$ cat src/rtl/score_disp_pkg.sv
// Shared types, glyph table and helpers for the multiplexed seven-segment score driver.
package score_disp_pkg;

  localparam int MAX_DIGITS = 8;

  typedef enum logic [1:0] {IDLE, CONV, COMMIT} state_t;

  // Active-high glyphs, bit order g..a
  localparam logic [6:0] GLYPH_0     = 7'h3F;
  localparam logic [6:0] GLYPH_1     = 7'h06;
  localparam logic [6:0] GLYPH_2     = 7'h5B;
  localparam logic [6:0] GLYPH_3     = 7'h4F;
  localparam logic [6:0] GLYPH_4     = 7'h66;
  localparam logic [6:0] GLYPH_5     = 7'h6D;
  localparam logic [6:0] GLYPH_6     = 7'h7D;
  localparam logic [6:0] GLYPH_7     = 7'h07;
  localparam logic [6:0] GLYPH_8     = 7'h7F;
  localparam logic [6:0] GLYPH_9     = 7'h6F;
  localparam logic [6:0] GLYPH_BLANK = 7'h00;

  function automatic logic [6:0] seg_encode(input logic [3:0] d);
    case (d)
      4'd0:    return GLYPH_0;
      4'd1:    return GLYPH_1;
      4'd2:    return GLYPH_2;
      4'd3:    return GLYPH_3;
      4'd4:    return GLYPH_4;
      4'd5:    return GLYPH_5;
      4'd6:    return GLYPH_6;
      4'd7:    return GLYPH_7;
      4'd8:    return GLYPH_8;
      4'd9:    return GLYPH_9;
      default: return GLYPH_BLANK;
    endcase
  endfunction

  function automatic logic [63:0] pow10(input int n);
    logic [63:0] p;
    p = 64'd1;
    for (int i = 0; i < n; i++) p = p * 64'd10;
    return p;
  endfunction

endpackage

$ cat src/rtl/bin2bcd_seq.sv
// Sequential double-dabble converter: one add-3/shift step per clock, BIN_W steps per conversion.
module bin2bcd_seq
  import score_disp_pkg::*;
#(
  parameter int BIN_W  = 14,
  parameter int DIGITS = 4
) (
  input  logic                  clk,
  input  logic                  rst_n,
  input  logic                  start,
  input  logic [BIN_W-1:0]      bin,
  output logic [DIGITS*4-1:0]   bcd,
  output logic                  busy,
  output logic                  done
);

  localparam int BCD_W = DIGITS * 4;
  localparam int CNT_W = $clog2(BIN_W + 1);

  state_t             state, state_nxt;
  logic [CNT_W-1:0]   cnt;
  logic [BCD_W-1:0]   bcd_r, bcd_adj;
  logic [BIN_W-1:0]   sr;

  always_comb begin
    state_nxt = state;
    case (state)
      IDLE:    if (start) state_nxt = CONV;
      CONV:    if (cnt == CNT_W'(1)) state_nxt = COMMIT;
      COMMIT:  state_nxt = IDLE;
      default: state_nxt = IDLE;
    endcase
  end

  always_comb begin
    bcd_adj = bcd_r;
    for (int i = 0; i < DIGITS; i++)
      if (bcd_r[4*i +: 4] >= 4'd5) bcd_adj[4*i +: 4] = bcd_r[4*i +: 4] + 4'd3;
  end

  always_ff @(posedge clk or negedge rst_n) begin
    if (!rst_n) begin
      state <= IDLE;
      cnt   <= '0;
    end else begin
      state <= state_nxt;
      if (state == IDLE && start) cnt <= CNT_W'(BIN_W);
      else if (state == CONV)     cnt <= cnt - 1'b1;
    end
  end

  // Datapath: only meaningful between an accepted start and done
  always_ff @(posedge clk) begin
    if (state == IDLE && start) begin
      bcd_r <= '0;
      sr    <= bin;
    end else if (state == CONV) begin
      {bcd_r, sr} <= {bcd_adj, sr} << 1;
    end
  end

  assign bcd  = bcd_r;
  assign busy = (state != IDLE);
  assign done = (state == COMMIT);

endmodule

$ cat src/rtl/score_display_mux.sv
// Score-to-BCD conversion plus time-multiplexed seven-segment scan with registered AN/SEG.
// Define SCORE_DISP_LZB_EN to blank leading zeros (digit 0 always shown).
module score_display_mux
  import score_disp_pkg::*;
#(
  parameter int DIGITS         = 4,
  parameter int BIN_W          = 14,
  parameter int SCAN_DIV       = 50000,
  parameter int SEG_ACTIVE_LOW = 1,
  parameter int AN_ACTIVE_LOW  = 1
) (
  input  logic              clk,
  input  logic              rst_n,
  input  logic [BIN_W-1:0]  score,
  input  logic              load,
  input  logic [DIGITS-1:0] dp_in,
  output logic              busy,
  output logic              ovf,
  output logic [7:0]        SEG,
  output logic [DIGITS-1:0] AN
);

  localparam int          BCD_W  = DIGITS * 4;
  localparam int          PRE_W  = $clog2(SCAN_DIV);
  localparam int          IDX_W  = (DIGITS > 1) ? $clog2(DIGITS) : 1;
  localparam logic [63:0] LIMIT  = pow10(DIGITS);
  localparam logic [63:0] SATV   = LIMIT - 64'd1;
  localparam logic [7:0]  SEG_OFF = (SEG_ACTIVE_LOW != 0) ? 8'hFF : 8'h00;
  localparam logic [DIGITS-1:0] AN_OFF = (AN_ACTIVE_LOW != 0) ? '1 : '0;

  logic              sat, ovf_pend, done;
  logic [BIN_W-1:0]  bin_sat;
  logic [BCD_W-1:0]  bcd, disp, disp_nxt;
  logic [PRE_W-1:0]  pre, pre_nxt;
  logic [IDX_W-1:0]  idx, idx_nxt;
  logic              pre_term, blank;
  logic [3:0]        digit;
  logic [7:0]        seg_nxt;
  logic [DIGITS-1:0] an_nxt;

  // Scores beyond the display range clamp to all nines
  assign sat     = (64'(score) >= LIMIT);
  assign bin_sat = sat ? SATV[BIN_W-1:0] : score;

  bin2bcd_seq #(.BIN_W(BIN_W), .DIGITS(DIGITS)) u_conv (
    .clk   (clk),
    .rst_n (rst_n),
    .start (load),
    .bin   (bin_sat),
    .bcd   (bcd),
    .busy  (busy),
    .done  (done)
  );

  always_ff @(posedge clk) begin
    if (load && !busy) ovf_pend <= sat;
  end

  // Outputs are built from next-state values so AN/SEG line up with the register update
  always_comb begin
    pre_term = (pre == PRE_W'(SCAN_DIV - 1));
    pre_nxt  = pre_term ? '0 : pre + 1'b1;
    idx_nxt  = idx;
    if (pre_term) idx_nxt = (idx == IDX_W'(DIGITS - 1)) ? '0 : idx + 1'b1;
    disp_nxt = done ? bcd : disp;
    digit    = '0;
    blank    = 1'b0;
    for (int i = 0; i < DIGITS; i++) begin
      if (idx_nxt == IDX_W'(i)) begin
        digit = disp_nxt[4*i +: 4];
`ifdef SCORE_DISP_LZB_EN
        blank = (i != 0) && ((disp_nxt >> (4*i)) == '0);
`endif
      end
    end
    seg_nxt = {dp_in[idx_nxt], blank ? GLYPH_BLANK : seg_encode(digit)};
    an_nxt  = DIGITS'(1) << idx_nxt;
  end

  always_ff @(posedge clk or negedge rst_n) begin
    if (!rst_n) begin
      pre  <= '0;
      idx  <= '0;
      disp <= '0;
      ovf  <= 1'b0;
      SEG  <= SEG_OFF;
      AN   <= AN_OFF;
    end else begin
      pre  <= pre_nxt;
      idx  <= idx_nxt;
      disp <= disp_nxt;
      if (done) ovf <= ovf_pend;
      SEG  <= seg_nxt ^ SEG_OFF;
      AN   <= an_nxt ^ AN_OFF;
    end
  end

endmodule
$ cat config.mk
export PLATFORM = sky130hd
export DESIGN_NAME = score_display_mux
export DESIGN_NICKNAME = d
export VERILOG_FILES = /design/src/rtl/score_disp_pkg.sv /design/src/rtl/bin2bcd_seq.sv /design/src/rtl/score_display_mux.sv
export SDC_FILE = /design/constraint.sdc
export NUM_CORES = 1
export LEC_CHECK = 0
export ABC_AREA = 1
export BUFFER_PORTS_ARGS = -buffer_cell sky130_fd_sc_hd__buf_4
export CORE_ASPECT_RATIO = 2
export CORE_UTILIZATION = 43
export CTS_CLUSTER_SIZE = 12
export DETAILED_ROUTE_END_ITERATION = 10
export PLACE_DENSITY = 0.66
export SLEW_MARGIN = 30
export SYNTH_ARGS = -nofsm -noshare
export SYNTH_HDL_FRONTEND = slang
export SYNTH_HIERARCHICAL = 1
export SYNTH_SLANG_ARGS = --single-unit
$ cat constraint.sdc
create_clock -name clk -period 5.5 [get_ports clk]
set_input_delay 1.1 -clock clk [delete_from_list [all_inputs] [get_ports clk]]
set_output_delay 1.1 -clock clk [all_outputs]
set_load 0.01 [all_outputs]
Word-level counts from Yosys, hierarchy flattened --
Memories as Yosys holds them, arrays and structs flattened. Index checks and enable logic that the tools add are counted.
Storage, ports and cells: latch bits 0, input bits 21, output and inout port bits 14, memories 1, memory bits (read-only) 112, word-level logic and storage cells 68, RAM bits 0, register bits 84
Operators by class: $lt $le $gt $ge 6, reductions and logical operators 8, muxes and demuxes 22, bitwise gates (word level) 2, multipliers 0, div/mod/pow operators 0, add/subtract/negate cells 7, eq/ne operators 10, shifts and indexed selects 1
Memory list:
- (no name shown) | words 16, width 7, read ports 1, clocked after Yosys merged registers in 0, write ports 0, RTL line score_disp_pkg.sv:22 | case (d)
Operators by type and width (number):
- 2-to-1 mux 14 bit | 3
- 2-to-1 mux 4 bit | 9
- 2-to-1 mux 16 bit | 2
- adder 16 x 1 -> 16 bit, second input constant | 1
- equality test 16 bit, second input constant | 1
- >= comparator 4 x 3 -> 1 bit, second input constant | 4
- >= comparator 14 bit, second input constant | 1
- adder 4 x 2 -> 4 bit, second input constant | 3
- equality test 2 bit, second input constant | 4
- 2-to-1 mux 2 bit | 4
- NOT 8 bit | 1
- equality test 2 x 1 -> 1 bit, second input constant | 2
- equality test 4 x 1 -> 1 bit, second input constant | 1
- logical NOT 2 bit | 2
- NOT 4 bit | 1
- one-hot mux 2 bit (2 select lines) | 1
- nonzero test 2 bit | 2
- << shifter 1 x 2 -> 4 bit, first input constant | 1
- subtractor 4 x 1 -> 4 bit, second input constant | 1
- adder 3 x 2 -> 3 bit, second input constant | 1
- < comparator 2 x 3 -> 1 bit, second input constant | 1
- 2-to-1 mux 3 bit | 1
- adder 2 x 1 -> 2 bit, second input constant | 1
- binary-select mux 1 bit (select 2 bit) | 1
- 6 further kinds | 7

Depth between registers and ports, before layout --
An unclocked memory read counts as a cell.
depth after elaboration 10, mapped depth 19, mapped depth without buffers 19

Hierarchy --
Netlist, hierarchy kept.
By module, submodules not included:
- score_display_mux | times used 1, cells an instance 278, sequential area each 1221.2 µm², area each 2492.4 µm²
- bin2bcd_seq | times used 1, cells an instance 237, sequential area each 890.9 µm², area each 1899.3 µm²

Worst setup path before layout --
OpenSTA, ideal clock, no wires.
kind input -> register, start input score[4], end register u_conv.sr[10] (data pin), library setup time 0.252 ns, slack 3.238 ns, cell stages on the path 10, data arrival time 2.010 ns, data required time 5.248 ns, buffers on the path 1, path through inv_1 > nand4_1 > nand4_1 > nand3_1 > nand2_1 > inv_1 > clkbuf_1 > or2_2 > nand2_2 > nand2_1
Between the ends: word-level cells in the longest chain between the ends 3
RTL lines:
- start: declaration | RTL line score_display_mux.sv:14 | input logic [BIN_W-1:0] score,
- >= comparator 14 bit | RTL line score_display_mux.sv:42 | assign sat = (64'(score) >= LIMIT);
- via sat | RTL line score_display_mux.sv:31 | logic sat, ovf_pend, done;
- 2-to-1 mux 14 bit | RTL line score_display_mux.sv:43 | assign bin_sat = sat ? SATV[BIN_W-1:0] : score;
- via bin_sat[10] | RTL line score_display_mux.sv:32 | logic [BIN_W-1:0] bin_sat;
- 2-to-1 mux 14 bit | RTL line bin2bcd_seq.sv:54 | if (state == IDLE && start) begin
- end signal: assignment | RTL line bin2bcd_seq.sv:56 | sr <= bin;
- end signal: assignment | RTL line bin2bcd_seq.sv:58 | {bcd_r, sr} <= {bcd_adj, sr} << 1;
- end: declaration | RTL line bin2bcd_seq.sv:23 | logic [BIN_W-1:0] sr;
The timed path passes the listed nets, and every way through them passes these cells. A chain may end at the register's enable or synchronous reset.

Worst setup path after layout --
start register pre[0], end register SEG[3]
Between the ends: word-level cells in the longest chain between the ends 9, elaborated cells on any way between the ends 12, those cells by class 4 x eq/ne; 5 x mux; 1 x bitwise; 1 x reduce/logical; 1 x memory
RTL lines:
- start: declaration | RTL line score_display_mux.sv:34 | logic [PRE_W-1:0] pre, pre_nxt;
- start signal: assignment | RTL line score_display_mux.sv:89 | pre <= pre_nxt;
- equality test 16 bit (*) | RTL line score_display_mux.sv:61 | pre_term = (pre == PRE_W'(SCAN_DIV - 1));
- 2-to-1 mux 2 bit (*) | RTL line score_display_mux.sv:64 | if (pre_term) idx_nxt = (idx == IDX_W'(DIGITS - 1)) ? '0 : idx + 1'b1;
- via idx_nxt[1] | RTL line score_display_mux.sv:35 | logic [IDX_W-1:0] idx, idx_nxt;
- logical NOT 2 bit | RTL line score_display_mux.sv:69 | if (idx_nxt == IDX_W'(i)) begin
- 2-to-1 mux 4 bit (3 in a row) | RTL line score_display_mux.sv:69
- 2-to-1 mux 4 bit (*) | RTL line score_display_mux.sv:69
- memory read (16 x 7 bit) (*)
- NOT 8 bit (no line) (*)
- end signal: assignment | RTL line score_display_mux.sv:93 | SEG <= seg_nxt ^ SEG_OFF;
- end: declaration | RTL line score_display_mux.sv:19 | output logic [7:0] SEG,
Mark *: on every way through the listed nets, which the timed path passes. The rest lies on a longest branch.

==> summary.txt <==
Status = complete, no violations
Area grow syn2layout = 14.8%
Fin nets = 589
F_max = 0.419 GHz
Worst setup path class = register to register
Num CTS Buffers = 9
Met3 global-route usage = 3.40%
Reg clk slew, reported paths = 60 ps
Total Routed Length = 8.39 mm
Cell taking the most area after synthesis = dfrtp_1
Setup WS post-layout = 3110 ps
Sequential Area = 2110 sq um
Synth Area per Inst = 8.53 sq um
Gate Count Post-Synth = 515
Post-synth ARST share = 63.1%
Antenna Nets Post-Route = 0
Multi-input logic area = 1890 sq um
Die height = 145 um
GRT Util Overall = 17.7%
Post-layout util = 51.3%
Critical Path RT = 5770 ps
Die width = 73.5 um
Busiest grt layer = met2
Top post-synthesis cells by area = dfrtp_1, nand2_1, edfxtp_1, dfxtp_1, dfstp_2
Setup TNS = 0 ps
DRT iter0 DRCs = 200
CP Launch Type = register
Max Cap Violations = 0
Post-Syn Area = 4390 sq um
Met2 GRT Util = 33.6%
Detailed Place HPWL = 6.22 mm
Non-Filler Instances = 688
Hold Buf Count CTS = 0
Dpl cells = 672
Clk buf depth = 2
Clock tree root buffer cell = clkbuf_16
Final Hold Vio Count = 0
Worst relative slew slack = 55.3%
Syn Nets = 553
Synthesis warning total = 6
Top-Level Pins = 35
Clk sinks = 84
# rows = 51
Sequential-to-total area share from yosys stat = 48.1%
Cell with the most instances after synthesis = nand2_1
Data arrival time of the critical path = 2660 ps
DRC violations left = 0
Least-Margin Pin Slew = 671 ps
Setup violators final = 0
Tcrit/Tclk final = 43.4%
Vias = 3370
Most instantiated cells after synthesis = nand2_1, inv_1, nand3_1
Hold crit path type = register to register
EDFF count, synth = 15
Pleak = 2.52 nW
Antenna violations before repair = 0
GR Overflow Total = 0
Vias/cell = 4.90
FF+latch count, synth = 84
First-pass GRT wire length = 14.8 mm
RSZ-0062 raised after global routing = no
Clock Skew = 7.69 ps
Fill count = 981
Post-CTS sizing = 0
VDD IR max = 0.265 mV
Worst-skew pair later-pin latency = 330 ps
Routed length per instance = 12.2 um
WHS = 456 ps
CTS tree = built
Initial Utilization = 44.7%
Met1 Usage GRT = 18.2%
Worst setup EP type = register
ANT cells = 0
Max Slew Vio Count = 0
DRT Pass-1 Iters = 4
IO buf count = 34
Placement Setup Slack = 3090 ps
Worst R2R Setup Slack = 3110 ps
Top cell type's share of synthesized area = 23.4%
Max FO, Critical Path = 8
Full die area = 10600 sq um
GPL Wtd Cong = 0.789
Synth unique cells = 40
Core Region = 9830 sq um
Min Tclk post-route = 2390 ps
CTS H-Tree Depth = 3
Vias in the first global route = 3502
Largest net degree at the start of global routing = 54
Ys flop type = dfrtp_1
Power Density = 460 nW/um^2
Layout cell share with drive strength beyond 1 = 23.9%
Post-CTS Setup Bufs = 0
report_power, final:
group | leakage, nW | switching, mW | internal [mW]
registers | 0.932 | 0.104 | 0.858
logic | 1.43 | 0.460 | 0.285
clock network | 0.159 | 0.238 | 0.373
sequential cells by signal, summed over array words and instances (netlist names):
register / cells
ovf: 1
u_conv/state: 2
u_conv/sr: 14
SEG: 8
ovf_pend: 1
idx: 2
u_conv/bcd: 16
u_conv/cnt: 4
disp: 16
AN: 4
pre: 16
through the flow:
| stage | total power [mW] | area (sq um) |
|---|---|---|
| 2_1_floorplan | 1.53 | 4390 |
| 3_3_place_gp | 1.68 | 4730 |
| 3_5_place_dp | 1.72 | 4730 |
| 4_1_cts | 2.35 | 5040 |
| 5_1_grt | 2.50 | 5040 |
| 6_report | 2.32 | 5040 |
cell usage in the layout (no fill, tap or decap), drive strengths merged, types with 2 or more instances in the layout:
master | synthesis | routed
nand2 | 169 | 169
inv | 75 | 75
a21oi | 12 | 12
xor2 | 2 | 2
nand3 | 53 | 53
o221ai | 3 | 3
ha | 17 | 17
nand4 | 5 | 5
clkinv | 1 | 5
mux2 | 14 | 14
clkbuf | 2 | 12
dfrtp | 41 | 41
or2 | 7 | 7
nor2 | 39 | 39
buf | 8 | 35
nor3 | 3 | 3
dfstp | 12 | 12
o21bai | 2 | 2
a31oi | 2 | 2
o21ai | 14 | 14
edfxtp | 15 | 15
dfxtp | 16 | 16
path summary, 6_finish.rpt:
path	start	end	depth (start not counted)
min reg2reg	u_conv/sr[13]	u_conv/bcd[0]	2
min	u_conv/sr[13]	u_conv/bcd[0]	2
max	pre[0]	SEG[3]	16
max reg2reg	pre[0]	SEG[3]	16
min in group asynchronous	rst_n	pre[12]	1
max in group asynchronous	rst_n	u_conv/cnt[3]	1
kinds of logic (layout without fill, tap and decap cells):
group	count (synthesis)	count (layout)	share of synthesized area, %
buf+inv	86	127	8.77
mux	14	14	3.59
simple gates	277	277	29.4
flops	84	84	48.1
compound gates	35	35	4.93
fa+ha+maj	17	17	4.84
xor+xnor	2	2	0.399
final cells by class:
| cell class | count | share of cell area (%) |
|---|---|---|
| inverter | 76 | 5.81 |
| multi-input combinational | 345 | 37.6 |
| timing repair buffer | 35 | 5.21 |
| sequential | 84 | 41.9 |
| clock inverter | 4 | 0.546 |
| clock buffer | 12 | 5.73 |
| tap | 132 | 3.27 |
critical path: stages (launching register included):
cell	delay (ps)
dfrtp_1	370
ha_1	200
nand3_1	160
nor2_2	210
nand2_2	150
nand2_2	100
nand2_4	90
nor2_4	150
nand2_1	60
nand2_1	70
inv_1	40
nand3_1	100
inv_1	100
ha_1	280
nand3_1	90
nand3_1	100
nand2_1	50
layer usage:
layer | part of all wire (%) | up-vias
li1 | - | 1705
met1 | 39 | 1604
met2 | 57 | 50
met3 | 2.5 | 11
met4 | 1.7 | 0
met5 | 0 | -
Note: power is estimated with default switching activity, not from simulation.
